**src/rtl/shift_sub_divider.sv**
```systemverilog
// Iterative restoring divider: one shift/trial-subtract per clock, result held for display.
// Optional two's-complement operands when compiled with SIGNED_DIV_EN.
module shift_sub_divider #(
    parameter int unsigned WIDTH = 8
) (
    input  logic             Clk,
    input  logic             Reset_n,
    input  logic             Load_Divisor,
    input  logic             Run,
    input  logic [WIDTH-1:0] SW,
    output logic [WIDTH-1:0] Qval,
    output logic [WIDTH-1:0] Rval,
    output logic [WIDTH-1:0] Dval,
    output logic             Busy,
    output logic             Done,
    output logic             Div0
);

    localparam int unsigned CW = (WIDTH > 2) ? $clog2(WIDTH) : 1;
    localparam logic [CW-1:0] CNT_LAST = CW'(WIDTH - 1);

    typedef enum logic [1:0] {
        S_IDLE = 2'd0,
        S_CALC = 2'd1,
`ifdef SIGNED_DIV_EN
        S_FIX  = 2'd2,
`endif
        S_DONE = 2'd3
    } state_t;

    state_t           r_state, w_state_nxt;
    logic [WIDTH-1:0] r_q, w_q_nxt;
    logic [WIDTH-1:0] r_r, w_r_nxt;
    logic [WIDTH-1:0] r_d, w_d_nxt;
    logic [CW-1:0]    r_cnt, w_cnt_nxt;
    logic             r_busy, w_busy_nxt;
    logic             r_done, w_done_nxt;
    logic             r_div0, w_div0_nxt;
    logic [WIDTH-1:0] w_dmag;
    logic [WIDTH:0]   w_trial;

`ifdef SIGNED_DIV_EN
    logic             r_neg_q, w_neg_q_nxt;
    logic             r_neg_r, w_neg_r_nxt;

    // CALC always works on magnitudes; signs are reapplied in FIX.
    assign w_dmag = r_d[WIDTH-1] ? -r_d : r_d;
`else
    assign w_dmag = r_d;
`endif

    // Remainder stays below the divisor, so the shifted partial fits in WIDTH+1 bits.
    assign w_trial = {r_r, r_q[WIDTH-1]} - {1'b0, w_dmag};

    always_comb begin
        w_state_nxt = r_state;
        w_q_nxt     = r_q;
        w_r_nxt     = r_r;
        w_d_nxt     = r_d;
        w_cnt_nxt   = r_cnt;
        w_div0_nxt  = r_div0;
`ifdef SIGNED_DIV_EN
        w_neg_q_nxt = r_neg_q;
        w_neg_r_nxt = r_neg_r;
`endif
        case (r_state)
            S_IDLE: begin
                if (Load_Divisor) begin
                    w_d_nxt = SW;
                end else if (Run) begin
                    w_cnt_nxt  = '0;
                    if (r_d == '0) begin
                        w_q_nxt     = '1;
                        w_r_nxt     = SW;
                        w_div0_nxt  = 1'b1;
                        w_state_nxt = S_DONE;
                    end else begin
                        w_r_nxt     = '0;
                        w_div0_nxt  = 1'b0;
                        w_state_nxt = S_CALC;
`ifdef SIGNED_DIV_EN
                        w_q_nxt     = SW[WIDTH-1] ? -SW : SW;
                        w_neg_q_nxt = SW[WIDTH-1] ^ r_d[WIDTH-1];
                        w_neg_r_nxt = SW[WIDTH-1];
`else
                        w_q_nxt     = SW;
`endif
                    end
                end
            end
            S_CALC: begin
                if (!w_trial[WIDTH]) begin
                    w_r_nxt = w_trial[WIDTH-1:0];
                    w_q_nxt = {r_q[WIDTH-2:0], 1'b1};
                end else begin
                    w_r_nxt = {r_r[WIDTH-2:0], r_q[WIDTH-1]};
                    w_q_nxt = {r_q[WIDTH-2:0], 1'b0};
                end
                w_cnt_nxt = r_cnt + CW'(1);
                if (r_cnt == CNT_LAST) begin
`ifdef SIGNED_DIV_EN
                    w_state_nxt = S_FIX;
`else
                    w_state_nxt = S_DONE;
`endif
                end
            end
`ifdef SIGNED_DIV_EN
            S_FIX: begin
                if (r_neg_q) w_q_nxt = -r_q;
                if (r_neg_r) w_r_nxt = -r_r;
                w_state_nxt = S_DONE;
            end
`endif
            S_DONE: begin
                if (!Run) w_state_nxt = S_IDLE;
            end
            default: w_state_nxt = S_IDLE;
        endcase
    end

    // Status flags are registered decodes of the current state, so they trail it by one clock.
`ifdef SIGNED_DIV_EN
    assign w_busy_nxt = (r_state == S_CALC) || (r_state == S_FIX);
`else
    assign w_busy_nxt = (r_state == S_CALC);
`endif
    assign w_done_nxt = (r_state == S_DONE);

    always_ff @(posedge Clk or negedge Reset_n) begin
        if (!Reset_n) begin
            r_state <= S_IDLE;
            r_q     <= '0;
            r_r     <= '0;
            r_d     <= '0;
            r_cnt   <= '0;
            r_busy  <= 1'b0;
            r_done  <= 1'b0;
            r_div0  <= 1'b0;
`ifdef SIGNED_DIV_EN
            r_neg_q <= 1'b0;
            r_neg_r <= 1'b0;
`endif
        end else begin
            r_state <= w_state_nxt;
            r_q     <= w_q_nxt;
            r_r     <= w_r_nxt;
            r_d     <= w_d_nxt;
            r_cnt   <= w_cnt_nxt;
            r_busy  <= w_busy_nxt;
            r_done  <= w_done_nxt;
            r_div0  <= w_div0_nxt;
`ifdef SIGNED_DIV_EN
            r_neg_q <= w_neg_q_nxt;
            r_neg_r <= w_neg_r_nxt;
`endif
        end
    end

    assign Qval = r_q;
    assign Rval = r_r;
    assign Dval = r_d;
    assign Busy = r_busy;
    assign Done = r_done;
    assign Div0 = r_div0;

endmodule
```
**config.mk**
```make
export PLATFORM = sky130hd
export DESIGN_NAME = shift_sub_divider
export DESIGN_NICKNAME = d
export VERILOG_FILES = /design/src/rtl/shift_sub_divider.sv
export SDC_FILE = /design/constraint.sdc
export NUM_CORES = 1
export LEC_CHECK = 0
export CAP_MARGIN = 40
export CELL_PAD_IN_SITES_DETAIL_PLACEMENT = 0
export CELL_PAD_IN_SITES_GLOBAL_PLACEMENT = 1
export CORE_ASPECT_RATIO = 2
export CORE_MARGIN = 10
export CORE_UTILIZATION = 30
export CTS_CLUSTER_SIZE = 28
export DETAILED_ROUTE_END_ITERATION = 8
export HOLD_SLACK_MARGIN = 0.1
export MAX_ROUTING_LAYER = met4
export PLACE_DENSITY = 0.76
export SYNTH_ARGS = -nofsm -noshare
export SYNTH_HDL_FRONTEND = slang
export SYNTH_SLANG_ARGS = --single-unit
```
**constraint.sdc**
```tcl
create_clock -name Clk -period 7.7 [get_ports Clk]
set_input_delay 1.54 -clock Clk [delete_from_list [all_inputs] [get_ports Clk]]
set_output_delay 1.54 -clock Clk [all_outputs]
set_load 0.02 [all_outputs]
```
==> results.txt, run 1 <==
min-delay worst type -> reg2reg
Max Cap Violations -> 0
Crit Reg-Reg Endpoint -> Rval[3]
Core Box Area -> 6056 sq um
largest net degree at the start of global routing -> 37
sum of buffers and inverters on the critical path -> 2
layout cells sized above 1 -> 6.303%
CP peak stage delay -> 0.50 ns
cts hold-fix bufs -> 0
vias in the first global route -> 1793
CTS buffer count -> 5
Die ar. -> 10070 sq um
post-route minimum period -> 3.003 ns
final hold vios -> 0
CTS tree -> built
worst path cell trace -> clkdlybuf4s50_1, nand2b_1, a21o_1, buf_4, and2_1, a311oi_1, o31ai_1
Fillers -> 607
Clock Latency Late Sink -> 0.28 ns
hpwl dp -> 4279 um
Mapped Area -> 1892 sq um
Max Buffers Root-to-Sink -> 2
initial antenna violation count -> 0
CTS sink cnt -> 32
WP data arrival -> 3.14 ns
main area contributors after synthesis -> dfrtp_1 (42%), ha_1 (6.6%), nand2_1 (6.3%)
synth warn -> 0
H-tree levels -> 2
critical path required time -> 7.83 ns
post-synthesis async set-or-reset flop share -> 100.0%
Cells on Worst Hold Path -> 2
Clock Skew -> 0.003893 ns
GRT Total Usage -> 11.61%
cell row count -> 40
post-synthesis adder-cell area fraction -> 7.672%
post-route ant nets -> 0
wire per inst -> 17.30 um
startpoint types -> primary input
hold path startpoint -> Div0
area delta synth->final -> 31.75%
Commonest cells post-synth -> dfrtp_1 (32), nand2_1 (32), inv_1 (13)
CTS clk-pin slew, worst paths -> 0.05 ns
R2R Setup Slk -> 4.74 ns
CP Class -> in2reg
largest family of logic cells by synthesized area -> compound AO/OA/AOI/OAI gates
Worst Tran Pin Value -> 0.7655 ns
Die W -> 76.15 um
maximum clock frequency -> 0.3330 GHz
Post-synth EDFFs -> 0
Worst R2R Start -> Qval[7]
area fraction of the dominant cell type after synthesis -> 42.33%
Cell variety after synth -> 50
CP top delay family -> buffers and inverters
CP endpoint kind -> register
gr ovfl total -> 0
Mapped Cells -> 200
Worst R2R Path Depth -> 9
Synth Register Bits -> 32
simple logic cell fraction of the synthesized area -> 15.34%
relative slew slack -> 48.97%
sequential area share after synthesis -> 42.33%
initial core utilization -> 31.24%
Main synth FF type -> dfrtp_1
post-synthesis compound-gate area fraction -> 23.88%
port buffer count -> 38
routed via count -> 1679
drt total wl -> 5572 um
# DRC -> 0
IO Pins -> 39
router iterations before antenna repair -> 4
number of setup buffers added after CTS -> 0
syn nets -> 223
post-synthesis xor/xnor area fraction -> 1.389%
Yosys top cell by area -> dfrtp_1
Tcrit/Tclk final -> 39.00%
CP max FO -> 36
multiplexer share of the synthesized area -> 3.770%
setup TNS -> 0 ns
post-CTS sizing -> 0
status -> finished, final reports clean
Root Buffer -> clkbuf_16
nets -> 260
drt via density -> 5.214
average cell area after synthesis -> 9.459 sq um
max-slew violation count -> 0
number of DRC markers in iteration 0 -> 93
Setup Viol. Count Final -> 0
end of the worst hold path -> Div0
wire length of the first global-routing pass -> 9197 um
Die Ht -> 132.3 um
Diodes inserted -> 0
routability congestion estimate -> 0.7819
RSZ-0062 raised after global routing -> no
critical path's slowest cell -> clkdlybuf4s50_1
## worst max-delay path by stage
stage / depth (start not counted) / endpoint / from
5_1_grt: 7 / Rval[7] / Run
3_3_place_gp: 7 / Rval[7] / Run
3_5_place_dp: 7 / Rval[7] / Run
2_1_floorplan: 6 / Rval[5] / Load_Divisor
6_report: 7 / Rval[7] / Run
4_1_cts: 7 / Rval[7] / Run
## per-stage QoR
| stage | hold slack [ns] | worst slack, ns | instance area, sq um | utilization [%] | std cells |
|---|---|---|---|---|---|
| after floorplan | 0.4677 | 4.832 | 1892 | - | 200 |
| after detailed placement | 0.4925 | 4.413 | 2346 | 38.74 | 314 |
| after CTS | 0.5123 | 4.700 | 2492 | 41.16 | 322 |
| after global routing | 0.5400 | 4.546 | 2492 | 41.16 | 322 |
| after global placement | 0.4874 | 4.443 | 2346 | 38.74 | 314 |
| final | 0.5100 | 4.697 | 2492 | 41.16 | 322 |
## tightest hold or removal path: stages, from the launching register on
cell and delay (ns):
dfrtp_1 0.35, o31ai_1 0.07, o41ai_1 0.06
## cell type report
cell class / instances / area, sq um / area share, %
Sequential cell: 32 / 800.8 / 32.13
Timing Repair Buffer: 41 / 402.9 / 16.16
Inverter: 14 / 52.55 / 2.108
Clock buffer: 8 / 146.4 / 5.873
Tap cell: 84 / 105.1 / 4.217
Multi-Input combinational cell: 143 / 984.7 / 39.51
## metal layers
layer  global-route usage (%)  routed length (um)
met5                        -                   0
met4                    6.133                 205
met3                    2.596                 164
met1                    10.71                2020
met2                    21.40                3182
## state kept, by name, indices dropped and copies added, names as in the netlist
| signal | flops |
|---|---|
| Div0 | 1 |
| r_cnt | 3 |
| Busy | 1 |
| Done | 1 |
| Qval | 8 |
| Rval | 8 |
| r_state | 2 |
| Dval | 8 |
## logic make-up (layout without fill, tap and decap cells)
kind of cell,after synthesis,in the layout
and+or+nand+nor,60,60
buffers and inverters,25,63
AOI/OAI and AO/OA,62,62
DFF,32,32
muxes,7,7
xor gates and xnor gates,3,3
adders and majority gates,11,11
## layout by cell type, fill, tap and decap left out, types with 5 or more instances in the layout
cell type        netlist  final
ha_1                  10     10
mux2i_1                6      6
clkbuf_16              0      5
nand2_1               32     32
o22ai_1                8      8
o21ai_1                8      8
a21oi_1                5      5
inv_1                 13     13
clkdlybuf4s50_1        0     38
dfrtp_1               32     32
nor2_1                 5      5
o21ai_0               12     12
Power of run 1 is left out: the tool's default activity adds up to more than one toggle a clock period on the data nets, which glitch-free logic cannot reach.
==> run 2, diff against run 1 <==
==> constraint.sdc (replaced) <==
create_clock -name Clk -period 3.1 [get_ports Clk]
set_input_delay 0.62 -clock Clk [delete_from_list [all_inputs] [get_ports Clk]]
set_output_delay 0.62 -clock Clk [all_outputs]
set_load 0.02 [all_outputs]
==> results.txt, run 2 (synthesized netlist as in run 1, its figures left out) <==
critical path required time -> 3.26 ns (was 7.83 ns)
hpwl dp -> 4280 um (was 4279 um)
IO Pins -> 39 (unchanged)
Core Box Area -> 6056 sq um (unchanged)
number of setup buffers added after CTS -> 0 (unchanged)
initial antenna violation count -> 0 (unchanged)
CP top delay family -> compound AO/OA/AOI/OAI gates (was buffers and inverters)
maximum clock frequency -> 0.3670 GHz
cell row count -> 40 (unchanged)
nets -> 262 (was 260)
RSZ-0062 raised after global routing -> no (unchanged)
Die ar. -> 10070 sq um (unchanged)
setup TNS -> 0 ns (unchanged)
number of DRC markers in iteration 0 -> 103 (was 93)
drt via density -> 5.130 (was 5.214)
vias in the first global route -> 1682 (was 1793)
Setup Viol. Count Final -> 0 (unchanged)
Tcrit/Tclk final -> 87.89%
relative slew slack -> 54.57% (was 48.97%)
CTS tree -> built (unchanged)
CP max FO -> 8 (was 36)
CP Class -> reg2reg (was in2reg)
commonest non-fill, non-tap cell in the layout -> clkdlybuf4s50_1 (unchanged)
critical path's slowest cell -> a221o_1 (was clkdlybuf4s50_1)
# DRC -> 0 (unchanged)
most frequent cells in the layout -> clkdlybuf4s50_1 (38), dfrtp_1 (32), nand2_1 (32), inv_1 (13), o21ai_0 (12) (unchanged)
routability congestion estimate -> 0.8202 (was 0.7819)
router iterations before antenna repair -> 4 (unchanged)
wire length of the first global-routing pass -> 8756 um (was 9197 um)
cts hold-fix bufs -> 0 (unchanged)
CTS sink cnt -> 32 (unchanged)
layout cells sized above 1 -> 7.113% (was 6.303%)
CTS clk-pin slew, worst paths -> 0.05 ns (about the same)
WP data arrival -> 2.88 ns (was 3.14 ns)
status -> finished, final reports clean (unchanged)
area delta synth->final -> 31.88% (was 31.75%)
post-CTS sizing -> 0 (unchanged)
Max Buffers Root-to-Sink -> 2 (unchanged)
Max Cap Violations -> 0 (unchanged)
startpoint types -> register (was primary input)
Worst Tran Pin Value -> 0.6815 ns (was 0.7655 ns)
Die W -> 76.15 um (unchanged)
port buffer count -> 38 (unchanged)
CTS buffer count -> 5 (unchanged)
H-tree levels -> 2 (unchanged)
Root Buffer -> clkbuf_16 (unchanged)
drt total wl -> 5402 um (was 5572 um)
post-route minimum period -> 2.725 ns
min-delay worst type -> reg2reg (unchanged)
wire per inst -> 16.72 um (was 17.30 um)
Diodes inserted -> 0 (unchanged)
sum of buffers and inverters on the critical path -> 3 (was 2)
CP endpoint kind -> register (unchanged)
GRT Total Usage -> 10.93% (was 11.61%)
Clock Skew -> 0.004615 ns (was 0.003893 ns)
routed via count -> 1657 (was 1679)
Die Ht -> 132.3 um (unchanged)
largest net degree at the start of global routing -> 33 (was 37)
worst path cell trace -> inv_1, ha_1, inv_1, fa_1, a211oi_4, o211ai_1, a221o_1, buf_4, mux2i_1, a221o_1 (was clkdlybuf4s50_1, nand2b_1, a21o_1, buf_4, and2_1, a311oi_1, o31ai_1)
post-route ant nets -> 0 (unchanged)
Clock Latency Late Sink -> 0.27 ns (was 0.28 ns)
initial core utilization -> 31.24% (unchanged)
final hold vios -> 0 (unchanged)
max-slew violation count -> 0 (unchanged)
CP peak stage delay -> 0.45 ns (was 0.50 ns)
gr ovfl total -> 0 (unchanged)
[run 2: changes by cell type in the layout (fill, tap and decap cells not counted), sizes merged]
cell and delta:
buf +2, clkbuf -2, clkinv +1
[run 2: stage by stage]
step,cells,util [%],hold slack (ns),worst slack [ns],instance area (sq um)
6_report,323,41.20,0.5048,0.3754,2495
5_1_grt,323,41.20,0.5147,0.2141,2495
4_1_cts,323,41.20,0.5083,0.3547,2495
3_5_place_dp,316,38.99,0.4819,0.3677,2361
3_3_place_gp,316,38.99,0.4863,0.4217,2361
2_1_floorplan,200,-,0.3244,0.5436,1892
[run 2: worst register-to-register path, cell delays in order, from the launching register on]
cell	delay (ns)
dfrtp_1	0.39
inv_1	0.08
ha_1	0.16
inv_1	0.05
fa_1	0.43
a211oi_4	0.29
o211ai_1	0.14
a221o_1	0.45
buf_4	0.22
mux2i_1	0.12
a221o_1	0.28
[run 2: routing by layer]
layer  vias up  GRT usage, %  share of wire, %
met2        36         21.31                59
li1        810             -                 -
met4         0         4.262               1.7
met5         -             -                 0
met1       804         10.04                36
met3         7         1.844               2.8
[run 2: final cells by class]
class / count / area (sq um)
flip-flops and latches: 32 / 800.8
multi-input cells: 143 / 984.7
clock buffers: 6 / 128.9
well taps: 84 / 105.1
fillers: 612 / 3561
inverters: 14 / 52.55
repair buffers: 43 / 417.9
clock inverters: 1 / 5.005
[run 2: worst paths after layout]
| check | from | to | slack [ns] | depth (start not counted) |
|---|---|---|---|---|
| worst min register to register | Div0 | Div0 | 0.50 | 2 |
| max in group asynchronous | Reset_n | r_cnt[0] | 2.05 | 2 |
| worst min-delay path | Div0 | Div0 | 0.50 | 2 |
| worst max register to register | Qval[7] | Rval[0] | 0.38 | 10 |
| min in group asynchronous | Reset_n | Dval[6] | 0.75 | 2 |
| worst max-delay path | Qval[7] | Rval[0] | 0.38 | 10 |
Power of run 2 is left out for the same reason.
